`src/rtl/display_driver_pkg.sv`:
```
// Shared types and width helpers for the HUB75 display driver blocks.
package display_driver_pkg;

  typedef enum logic [2:0] {
    IDLE  = 3'd0,
    LOAD  = 3'd1,
    WAIT  = 3'd2,
    BLANK = 3'd3,
    LATCH = 3'd4
  } dd_state_e;

  // Row address width; a single-row panel still gets a 1-bit field.
  function automatic int unsigned row_width(input int unsigned rows);
    return (rows > 1) ? $clog2(rows) : 1;
  endfunction

  // Plane index width; a single-plane pixel still gets a 1-bit field.
  function automatic int unsigned plane_width(input int unsigned bitwidth);
    return (bitwidth > 1) ? $clog2(bitwidth) : 1;
  endfunction

  // Display timer width, wide enough for the longest plane on-time.
  function automatic int unsigned timer_width(input int unsigned base_time,
                                              input int unsigned bitwidth);
    int unsigned w;
    w = $clog2((base_time << (bitwidth - 1)) + 1);
    return (w > 0) ? w : 1;
  endfunction

endpackage

```
`src/rtl/display_driver_bcm_timer.sv`:
```
// Binary-coded-modulation on-time counter: load, decrement while displaying, zero flags.
module display_driver_bcm_timer #(
  parameter int unsigned width = 4
) (
  input  logic             clk,
  input  logic             rst,
  input  logic             clr_i,
  input  logic             load_i,
  input  logic [width-1:0] load_val_i,
  input  logic             dec_i,
  output logic             zero_o,
  output logic             zero_next_c_o
);

  logic [width-1:0] count_q;
  logic [width-1:0] count_d;

  // Next count: clear beats load beats decrement; never wraps below zero.
  always_comb begin
    count_d = count_q;
    if (clr_i) begin
      count_d = '0;
    end else if (load_i) begin
      count_d = load_val_i;
    end else if (dec_i && (count_q != '0)) begin
      count_d = count_q - width'(1);
    end
  end

  // Count register.
  always_ff @(posedge clk) begin
    if (rst) begin
      count_q <= '0;
    end else begin
      count_q <= count_d;
    end
  end

  assign zero_o        = (count_q == '0);
  assign zero_next_c_o = (count_d == '0);

endmodule

```
`src/rtl/display_driver_row_sequencer.sv`:
```
// Scan/BCM sequencer: orders (row, plane) loads, handshakes with the row loader,
// and drives latch, output-enable and row address with weighted on-times.
module display_driver_row_sequencer
  import display_driver_pkg::*;
#(
  parameter int unsigned rows         = 16,
  parameter int unsigned bitwidth     = 8,
  parameter int unsigned base_time    = 32,
  parameter int unsigned blank_cycles = 2
) (
  input  logic                          clk,
  input  logic                          rst,
  input  logic                          enable_i,
  output logic                          load_o,
  input  logic                          complete_i,
  output logic [row_width(rows)-1:0]     load_row_o,
  output logic [plane_width(bitwidth)-1:0] load_plane_o,
  output logic                          latch_o,
  output logic                          oe_n_o,
  output logic [row_width(rows)-1:0]     row_o,
  output logic                          frame_start_o
);

  localparam int unsigned RW  = row_width(rows);
  localparam int unsigned PW  = plane_width(bitwidth);
  localparam int unsigned TW  = timer_width(base_time, bitwidth);
  localparam int unsigned BCW = (blank_cycles > 1) ? $clog2(blank_cycles) : 1;

  dd_state_e       state_q, state_d;
  logic            load_q, load_d;
  logic            latch_q, latch_d;
  logic            oe_n_q, oe_n_d;
  logic            fs_q, fs_d;
  logic [RW-1:0]   row_q, row_d;
  logic [RW-1:0]   load_row_q, load_row_d;
  logic [PW-1:0]   load_plane_q, load_plane_d;
  logic [BCW-1:0]  blank_q, blank_d;
  logic            timer_load, timer_clr;
  logic            timer_zero, timer_zero_next;
  logic [TW-1:0]   bcm_val;

  // On-time for the plane about to be latched.
  assign bcm_val = TW'(base_time) << load_plane_q;

  display_driver_bcm_timer #(
    .width(TW)
  ) u_timer (
    .clk          (clk),
    .rst          (rst),
    .clr_i        (timer_clr),
    .load_i       (timer_load),
    .load_val_i   (bcm_val),
    .dec_i        (~oe_n_q),
    .zero_o       (timer_zero),
    .zero_next_c_o(timer_zero_next)
  );

  // Next-state, pointer advance and registered-output next values.
  always_comb begin
    state_d      = state_q;
    row_d        = row_q;
    load_row_d   = load_row_q;
    load_plane_d = load_plane_q;
    blank_d      = blank_q;
    timer_load   = 1'b0;
    timer_clr    = 1'b0;

    case (state_q)
      IDLE: begin
        if (enable_i) state_d = LOAD;
      end
      LOAD: begin
        if (complete_i) state_d = WAIT;
      end
      WAIT: begin
        if (timer_zero) begin
          state_d = BLANK;
          blank_d = BCW'(blank_cycles - 1);
        end
      end
      BLANK: begin
        if (blank_q == '0) begin
          state_d    = LATCH;
          row_d      = load_row_q;
          timer_load = 1'b1;
          if (load_plane_q == PW'(bitwidth - 1)) begin
            load_plane_d = '0;
            if (load_row_q == RW'(rows - 1)) load_row_d = '0;
            else                             load_row_d = load_row_q + RW'(1);
          end else begin
            load_plane_d = load_plane_q + PW'(1);
          end
        end else begin
          blank_d = blank_q - BCW'(1);
        end
      end
      LATCH: begin
        state_d = LOAD;
      end
      default: begin
        state_d = IDLE;
      end
    endcase

    // Dropping enable aborts everything and rewinds to the first pair.
    if (!enable_i) begin
      state_d      = IDLE;
      row_d        = '0;
      load_row_d   = '0;
      load_plane_d = '0;
      timer_load   = 1'b0;
      timer_clr    = 1'b1;
    end

    load_d  = (state_d == LOAD);
    latch_d = (state_d == LATCH);
    fs_d    = latch_d && (load_row_q == '0) && (load_plane_q == '0);
    oe_n_d  = !(((state_d == LOAD) || (state_d == WAIT)) && !timer_zero_next);
  end

  // State and output registers.
  always_ff @(posedge clk) begin
    if (rst) begin
      state_q      <= IDLE;
      load_q       <= 1'b0;
      latch_q      <= 1'b0;
      oe_n_q       <= 1'b1;
      fs_q         <= 1'b0;
      row_q        <= '0;
      load_row_q   <= '0;
      load_plane_q <= '0;
      blank_q      <= '0;
    end else begin
      state_q      <= state_d;
      load_q       <= load_d;
      latch_q      <= latch_d;
      oe_n_q       <= oe_n_d;
      fs_q         <= fs_d;
      row_q        <= row_d;
      load_row_q   <= load_row_d;
      load_plane_q <= load_plane_d;
      blank_q      <= blank_d;
    end
  end

  assign load_o        = load_q;
  assign latch_o       = latch_q;
  assign oe_n_o        = oe_n_q;
  assign frame_start_o = fs_q;
  assign row_o         = row_q;
  assign load_row_o    = load_row_q;
  assign load_plane_o  = load_plane_q;

endmodule

```
`config.mk`:
```
export PLATFORM = sky130hd
export DESIGN_NAME = display_driver_row_sequencer
export DESIGN_NICKNAME = d
export VERILOG_FILES = /design/src/rtl/display_driver_pkg.sv /design/src/rtl/display_driver_bcm_timer.sv /design/src/rtl/display_driver_row_sequencer.sv
export SDC_FILE = /design/constraint.sdc
export NUM_CORES = 1
export LEC_CHECK = 0
export CAP_MARGIN = 20
export CORE_MARGIN = 2
export CORE_UTILIZATION = 35
export CTS_CLUSTER_DIAMETER = 80
export DETAILED_ROUTE_END_ITERATION = 10
export GPL_TIMING_DRIVEN = 0
export PLACE_DENSITY = 0.59
export SYNTH_ARGS = -nofsm -noshare
export SYNTH_HDL_FRONTEND = slang
export SYNTH_SLANG_ARGS = --single-unit
export TNS_END_PERCENT = 5
```
`constraint.sdc`:
```
create_clock -name clk -period 2.44 [get_ports clk]
set_clock_uncertainty 0.05 [all_clocks]
set_input_delay 0.488 -clock clk [delete_from_list [all_inputs] [get_ports clk]]
set_output_delay 0.488 -clock clk [all_outputs]
set_load 0.05 [all_outputs]
```
### Word level (Yosys, flattened, before mapping)

Cells that the tools add are included.

| cells by class | value |
|---|---|
| muxes and demuxes | 16 |
| equal/unequal tests | 10 |
| order comparisons | 0 |
| div/mod/pow operators | 0 |
| $mul | 0 |
| bitwise logic cells | 3 |
| reduce and logical (&&, ||, !) cells | 19 |
| shifts and indexed selects | 1 |
| add/subtract/negate cells | 4 |

Operators by type and width:

| kind | count |
|---|---|
| 2-to-1 mux 13 bit | 3 |
| logical NOT 13 bit | 2 |
| 2-to-1 mux 3 bit | 5 |
| nonzero test 13 bit | 1 |
| left shift 6 x 3 -> 13 bit, first input constant | 1 |
| subtractor 13 x 1 -> 13 bit, second input constant | 1 |
| case mux 3 bit (4 select lines) | 1 |
| == test 3 x 2 -> 1 bit, second input constant | 3 |
| == test 3 bit, second input constant | 3 |
| == test 3 x 1 -> 1 bit, second input constant | 2 |
| logical NOT 3 bit | 2 |
| 2-to-1 mux 1 bit | 5 |
| adder 4 x 1 -> 4 bit, second input constant | 1 |
| == test 4 bit, second input constant | 1 |
| logical AND 1 bit | 4 |
| logical NOT 4 bit | 1 |
| 2-to-1 mux 4 bit | 1 |
| AND reduction 2 bit | 2 |
| OR reduction 2 bit | 2 |
| adder 3 x 1 -> 3 bit, second input constant | 1 |
| inverter 1 bit | 3 |
| AND reduction 3 bit | 1 |
| logical NOT 1 bit | 2 |
| != test 2 bit, second input constant | 1 |
| other kinds (4) | 4 |

| storage, ports and cells | value |
|---|---|
| memory bits (read-only) | 0 |
| bits in latches | 0 |
| output and inout port bits | 15 |
| register bits | 32 |
| memories kept | 0 |
| logic and storage cells | 63 |
| memory bits (writable) | 0 |
| input bits | 4 |

### Depth between registers and ports, before layout

| logic depth | value |
|---|---|
| word-level depth | 9 |
| depth in mapped cells | 9 |
| depth with buffers taken out | 8 |

### Cells and area by module

A second synthesis with hierarchy kept.

| second synthesis, totals | value |
|---|---|
| cells, all modules | 227 |
| area total of the unflattened synthesis | 1846.8 um^2 |

Modules (own cells, without submodules):

| module | area each (um^2) | instances | sequential area each (um^2) | cells an instance |
|---|---|---|---|---|
| display_driver_row_sequencer | 930.9 | 1 | 380.4 | 111 |
| display_driver_bcm_timer | 915.9 | 1 | 260.2 | 116 |

### Worst setup path after synthesis

OpenSTA, ideal clock, no wires.

| timing | value |
|---|---|
| kind | register -> register |
| from | register u_timer.count_q[0] |
| to | register oe_n_q (netlist: oe_n_o) |
| path slack | 1 ps |
| clock period less this slack | 2439 ps |
| buffers on the path | 1 |
| library setup time | 73 ps |
| cell stages (with the launch flop) | 10 |
| data arrival time | 2315 ps |
| data required time | 2317 ps |
| cell sequence | dfxtp_1 > inv_1 > ha_1 > or3b_1 > clkbuf_1 > o21a_1 > o311ai_0 > o21ai_0 > or4_1 > o211ai_2 |

| on the way | value |
|---|---|
| cells in the longest elaborated chain, start to end | 9 |
| elaborated cells on any way between the ends | 17 |
| classes of those cells | add/sub (1); eq/ne (2); mux (6); reduce/logical (8) |

Ends and longest elaborated chain:

| item | line | RTL |
|---|---|---|
| start, declared | display_driver_bcm_timer.sv:15 | `logic [width-1:0] count_q;` |
| start signal, assigned | display_driver_bcm_timer.sv:35 | `count_q <= count_d;` |
| parallel branches: the longest is 7 deep, another holds subtractor 13 x 1 -> 13 bit | -- |  |
| logical AND 1 bit (*) | display_driver_row_sequencer.sv:118 | `oe_n_d = !(((state_d == LOAD) \|\| (state_d == WAIT)) && !timer_zero_next);` |
| logical NOT 1 bit (*) | display_driver_row_sequencer.sv:118 |  |
| end signal, assigned | display_driver_row_sequencer.sv:137 | `oe_n_q <= oe_n_d;` |
| end, declared | display_driver_row_sequencer.sv:32 | `logic oe_n_q, oe_n_d;` |

Every way passes the cells marked *.
A chain may end at the register's enable or synchronous reset.

### Final worst setup path

| timing | value |
|---|---|
| from | register u_timer.count_q[1] |
| to | register oe_n_q (netlist: oe_n_o) |

The elaborated chain is that of the path after synthesis.

==> results.cfg <==
[pwr]
power_frac_clock_pct = 47.2
power.net_switching_uw = 251
p_leak_uw = 0.000874
power_switching_share_pct = 22.9
internal_power_uw = 845
power_density_mw_per_mm2 = 476
ir_drop_mv = 0.321
pwr-share-seq_pct = 48.2
combPwrFrac_pct = 4.6
totalPowerFinal_uw = 1100

[floorplanning]
io_pins = 19
rows = 25
die_height_um = 74.9
dieArea_mm2 = 0.00561
fp.dieW_um = 74.9
core_area_mm2 = 0.00479
initial_core_util_pct = 36.7

[clocking]
cts_root_buf = clkbuf_8
cts.clk_slew.worst_paths_ns = 0.07
hold_buffers = 0
cts_tree = done
cts_made_buffers = 5
cts_sinks = 32
htreeDepth = 2
clock_latency_ns = 0.29
cts_buffer_depth = 2

[sta]
fmax_mhz = 404
period_share_pct = 102
slew_headroom_pct = 57.4
drv_slew = 0
fin_crit_ns = 2.48
hold_viol_final = 0
setup_viol = 1
rsz0062_at_grt = true
worstMarginPinSlew_ns = 0.634
worst_slack_ns = -0.0380
setup_tns_ns = -0.0380
hold_ws_ns = 0.406

[logic_synthesis]
postSynthAreaPerCell_um2 = 8.21
synthCells = 214
synth_ff_type = dfxtp_1
ys_seq_area_share_pct = 36.4
syn_nets = 227
synth-edff-count = 0
yosys_warnings = 0
ys_ff_latch = 32
synth.distinct_cells = 46
synth_top_area_share_pct = 36.4
async_reset_ff_share_pct = 0
yosysTopAreaCell = dfxtp_1
synth.cell_area_mm2 = 0.00176
yosys-top-cells-area = dfxtp_1 (36%), ha_1 (6.4%), nand2_1 (5.1%), nor2_1 (4.7%), a21oi_1 (4.6%)

[worst_setup_path]
cp_top_family = simple AND/OR/NAND/NOR gates
start_kind = register
crit_chain = inv_2 -> ha_4 -> or3b_4 -> buf_6 -> o21a_1 -> o311ai_2 -> o21ai_1 -> or4_4 -> o211ai_2
end_kind = register
crit_path_max_fanout = 5
critical_path_arrival_ns = 2.65
crit_required_ns = 2.61
path_buf_inv = 2
critPathKind = register to register
cp_slowest_stage_delay_ns = 0.50
critical_path.slowest_cell = or4_4

[placed_design]
dpl_cell_area_mm2 = 0.00202
dp_hpwl_um = 3130
portBuffers = 18
routabilityCongestion = 0.840

[detailed_routing]
detail-route-antenna-nets = 0
drtIter0Drc = 97
wl_um = 4550
dr.pass1.iters = 4
drc = 0
vias_per_cell = 5.34
wl_per_cell_um = 14.4
via_count = 1686

[global_routing]
antenna_found_initial = 0
grt_pass1_wl_um = 7650
grt_max_degree = 12
grt_pass1_vias = 1609
grt_use_total_pct = 17.9
grt_overflow_total = 0

[final_layout]
area_growth_pct = 31.0
drive_above_1_share_pct = 18.9
antenna_cells = 0
final_cell_area_mm2 = 0.00230
nNetsFinal = 261

[status]
status = complete, but fails checks
failed_checks = setup timing

[flow_run]
maxCapViolCount = 0

[min_path]
min-delay-path-class = register to register
[worst reg2reg max path: stages (launching register included)]
cell      delay (ns)
dfxtp_2         0.33
inv_2           0.07
ha_4            0.15
or3b_4          0.40
buf_6           0.14
o21a_1          0.18
o311ai_2        0.31
o21ai_1         0.14
or4_4           0.50
o211ai_2        0.14
[repair_timing]
action | in CTS | in global routing
pin swaps | 8 | 2
resized for setup | 19 | 6
setup buffers | 9 | 1
setup endpoints to repair | 1 | 1
[power groups by stage]
| stage | registers, uW | clock network, uW | logic, uW |
|---|---|---|---|
| finish | 528 | 518 | 50.5 |
| global route | 528 | 553 | 55.2 |
| CTS | 528 | 529 | 50.2 |
| detailed placement | 541 | 0 | 48.5 |
| global placement | 541 | 0 | 48.6 |
| floorplan | 545 | 0 | 26.2 |
[cell usage in the layout (no fill, tap or decap), types with 2 or more instances in the layout]
cell type / instances
clkdlybuf4s50_1: 18
o211ai_2: 2
a31oi_1: 4
or4_4: 2
nand3_1: 4
xor2_1: 2
nor4_1: 3
o21ai_0: 5
o311a_1: 2
ha_1: 8
nor3_1: 5
or2_2: 3
a21oi_1: 16
clkbuf_8: 5
o31a_1: 2
nor4_4: 2
nand2b_1: 4
clkbuf_1: 5
nor2_1: 22
dfxtp_1: 28
and3_1: 3
dfxtp_2: 3
o31ai_1: 3
inv_1: 10
nand2_1: 24
xnor2_1: 2
nor2b_1: 9
or4_1: 3
mux2i_1: 3
a311oi_1: 2
buf_4: 9
a211oi_1: 2
buf_2: 3
[logic make-up after synthesis]
kind of cell | count (synthesis) | share of synthesized area [%]
XOR/XNOR | 4 | 1.99
adder cells (fa/ha/maj) | 9 | 6.41
AO/OA/AOI/OAI | 50 | 19.6
AND/OR/NAND/NOR | 94 | 28.9
buffers and inverters | 22 | 4.91
multiplexers | 3 | 1.71
flip-flops | 32 | 36.4
[area by class of cell]
class / instances / area, um^2
Multi-Input combinational cell: 160 / 1110
Timing Repair Buffer: 28 / 259
Inverter: 12 / 47.5
Tap cell: 67 / 83.8
Clock inverter: 3 / 42.5
Buffer: 9 / 37.5
Sequential cell: 32 / 648
Clock buffer: 5 / 68.8
Fill cell: 476 / 2480
[state kept, by name, summed over array words and instances, names as in the netlist]
signal	cells
oe_n_o	1
u_timer.count_q	13
blank_q	1
load_o	1
state_q	3
frame_start_o	1
load_row_o	4
row_o	4
latch_o	1
load_plane_o	3
[stage by stage]
stage	worst slack (ns)	std cells	util [%]
floorplan	0.00143	214	-
global placement	-0.308	299	42.2
detailed placement	-0.351	299	42.2
CTS	0.00302	315	47.3
global route	-0.117	316	48.1
finish	-0.0380	316	48.1
[synth_stat cells, drive strengths merged (5+ instances only)]
master,number
nor2b,9
a21oi,16
or4,6
a31oi,5
nor3,5
dfxtp,32
nor2,22
ha,9
o21ai,6
nor4,6
inv,12
nand2,24
clkbuf,6
[path summary, 6_finish.rpt]
path                                                    start                     to  slack, ns  depth (start not counted)
worst max-delay path            u_timer.count_q[1]$_SDFF_PP0_      oe_n_o$_SDFF_PP1_      -0.04                          9
worst max register to register  u_timer.count_q[1]$_SDFF_PP0_      oe_n_o$_SDFF_PP1_      -0.04                          9
worst min-delay path                    row_o[2]$_SDFFE_PP0N_  row_o[2]$_SDFFE_PP0N_       0.41                          2
worst min register to register          row_o[2]$_SDFFE_PP0N_  row_o[2]$_SDFFE_PP0N_       0.41                          2
[metal layers]
layer	wire length [um]	track usage (%)
met4	99	6.75
met3	269	3.61
met1	1960	22.8
met5	0	0
met2	2220	29.9
Power figures use the tool's default switching activity.
==> RTL edit, RTL diff (same settings) <==
Encoding of `dd_state_e`: now one-hot (5 bits for 5 states).
--- a/src/rtl/display_driver_pkg.sv
+++ b/src/rtl/display_driver_pkg.sv
@@ -1,12 +1,12 @@
 // Shared types and width helpers for the HUB75 display driver blocks.
 package display_driver_pkg;
 
-  typedef enum logic [2:0] {
-    IDLE  = 3'd0,
-    LOAD  = 3'd1,
-    WAIT  = 3'd2,
-    BLANK = 3'd3,
-    LATCH = 3'd4
+  typedef enum logic [4:0] {
+    IDLE  = 5'b00001,
+    LOAD  = 5'b00010,
+    WAIT  = 5'b00100,
+    BLANK = 5'b01000,
+    LATCH = 5'b10000
   } dd_state_e;
 
   // Row address width; a single-row panel still gets a 1-bit field.
Check against the original RTL: no difference found for any inputs over 10 cycles, from zero or initial values and one cycle with rst high; not proved beyond that.
==> RTL edit against the unedited design <==
Setup slack better by 180 ps; highest routed layer unchanged; count of clock-buffer cells in the layout is 1 higher; synthesized area increased by 7.5%; largest power group unchanged; critical path depth unchanged; hold slack improved by 1.2 ps; sequential cell count grew 2; cell area fell by 2.2%; largest cell class unchanged; die area increased by 7.1%; sequential share of layout area is 2.1 points higher; routed wire length decreased by 0.75%; clock power is 14% lower; combinational power decreased by 18%; total power decreased by 4.1%.
==> RTL edit: results (changes against the unedited design) <==
[logic_synthesis]
synth_compound_area_frac = 0.215  ; +0.0186
async_reset_ff_frac = 0  ; unchanged
synth.distinct_cells = 50  ; +8.7%
synth_xor_area_frac = 0.0324  ; +0.0125
synth_common_cells = dfxtp_1 (34), nor2_1 (26), nand2_1 (20), a21oi_1 (17), inv_1 (12)
ys_seq_area_frac = 0.360  ; -0.00439
synth_fa_ha_area_frac = 0.0596  ; -0.00449
synth.net_count = 242  ; +6.6%
synthTopCellsByArea = dfxtp_1 (36%), ha_1 (6.0%), nor2_1 (5.2%)
syn_avg_cell_area_sq_um = 8.26  ; +0.50%

[clocking]
cts-root-buf = clkbuf_8
cts_resized = 0  ; -19
post_cts_buffers = 0  ; -9

[grt]
grt_pass1_wl_um = 7770  ; +1.6%
grt_max_degree = 12  ; unchanged
grt_usage = 0.157  ; -0.0218
grt_pass1_vias = 1642  ; +2.1%

[placed_design]
io_buffers = 17  ; -1
dpl_cell_area_sq_um = 2150  ; +6.2%
gp_congestion = 0.877  ; +4.5%
hpwlAfterDp_um = 3210  ; +2.4%
pre_cts_ws_ps = 104  ; +455 ps

[routing]
vias = 1769  ; +4.9%
drt-vias-per-instance = 5.46  ; +2.3%
wirelength_um = 4520  ; -0.75%

[setup_path]
crit_slowest_cell = or4b_1
critPathArrivalTime_ps = 2410  ; -240 ps
crit_path_max_fanout = 7  ; +2
cp-startpoint = u_timer.count_q[0]
critPathMaxStageDelay_ps = 440  ; -60 ps
r2r_setup_slack_ps = 140  ; +180 ps

[sta]
setup_violations = 0  ; -1
worst_slew_pin_slew_ps = 526  ; -108 ps
period_share = 0.941  ; -0.0742

[pwr]
p_sw_frac = 0.239  ; +0.0100
clock_power_uw = 448  ; -14%
power.static_leakage_nw = 0.770  ; -12%

[layout]
drive_gt1_frac = 0.110  ; -0.0785
n_fill_cell = 521  ; +9.5%
diodes = 0  ; unchanged
nets = 266  ; +1.9%

[run_status]
status = finished, final reports clean

RTL edit: worst min-delay path by stage:
stage                     cells after the start      from  endpoint  slack (ps)
after global placement                        2  row_o[3]  row_o[3]         390
after floorplan                               2   blank_q   blank_q         420
final                                         2  row_o[3]  row_o[3]         410
after detailed placement                      2  row_o[3]  row_o[3]         400
after CTS                                     2  row_o[3]  row_o[3]         410
after global routing                          2  row_o[0]  row_o[0]         430
RTL edit: cell families after synthesis:
kind of cell	after synthesis
adders and majority gates	9
AOI/OAI and AO/OA	57
xor gates and xnor gates	7
and+or+nand+nor	96
buffers and inverters	25
muxes	1
DFF	34
RTL edit: per-stage QoR:
| stage | power, mW | util | hold slack [ps] |
|---|---|---|---|
| CTS | 1.06 | 0.434 | 411 |
| detailed placement | 0.616 | 0.415 | 400 |
| finish | 1.05 | 0.435 | 407 |
| floorplan | 0.602 | - | 418 |
| global placement | 0.616 | 0.415 | 394 |
| global route | 1.09 | 0.435 | 431 |
RTL edit: metal layers:
metal  vias up  routed length (um)  track usage  part of all wire
li1        884                   -            -                 -
met1       819                2190        0.217              0.48
met2        56                2030        0.243              0.45
met3        10                 220       0.0395             0.049
met4         0                  74       0.0464             0.016
met5         -                   0            0                 0
RTL edit: final cells by class:
type	instances	share of cell area
Inverter	12	0.0200
Clock inverter	2	0.00556
Clock buffer	6	0.0367
Sequential cell	34	0.302
Multi-Input combinational cell	170	0.487
Timing Repair Buffer	17	0.0756
Buffer	13	0.0344
Tap cell	70	0.0389
RTL edit: worst max-delay path, delay by kind of cell, from the launching register on:
family / cells / cell delay [ps]
AO/OA/AOI/OAI: 4 / 730
adder cells (fa/ha/maj): 1 / 210
buffers and inverters: 2 / 250
flip-flops: 1 / 350
AND/OR/NAND/NOR: 2 / 600
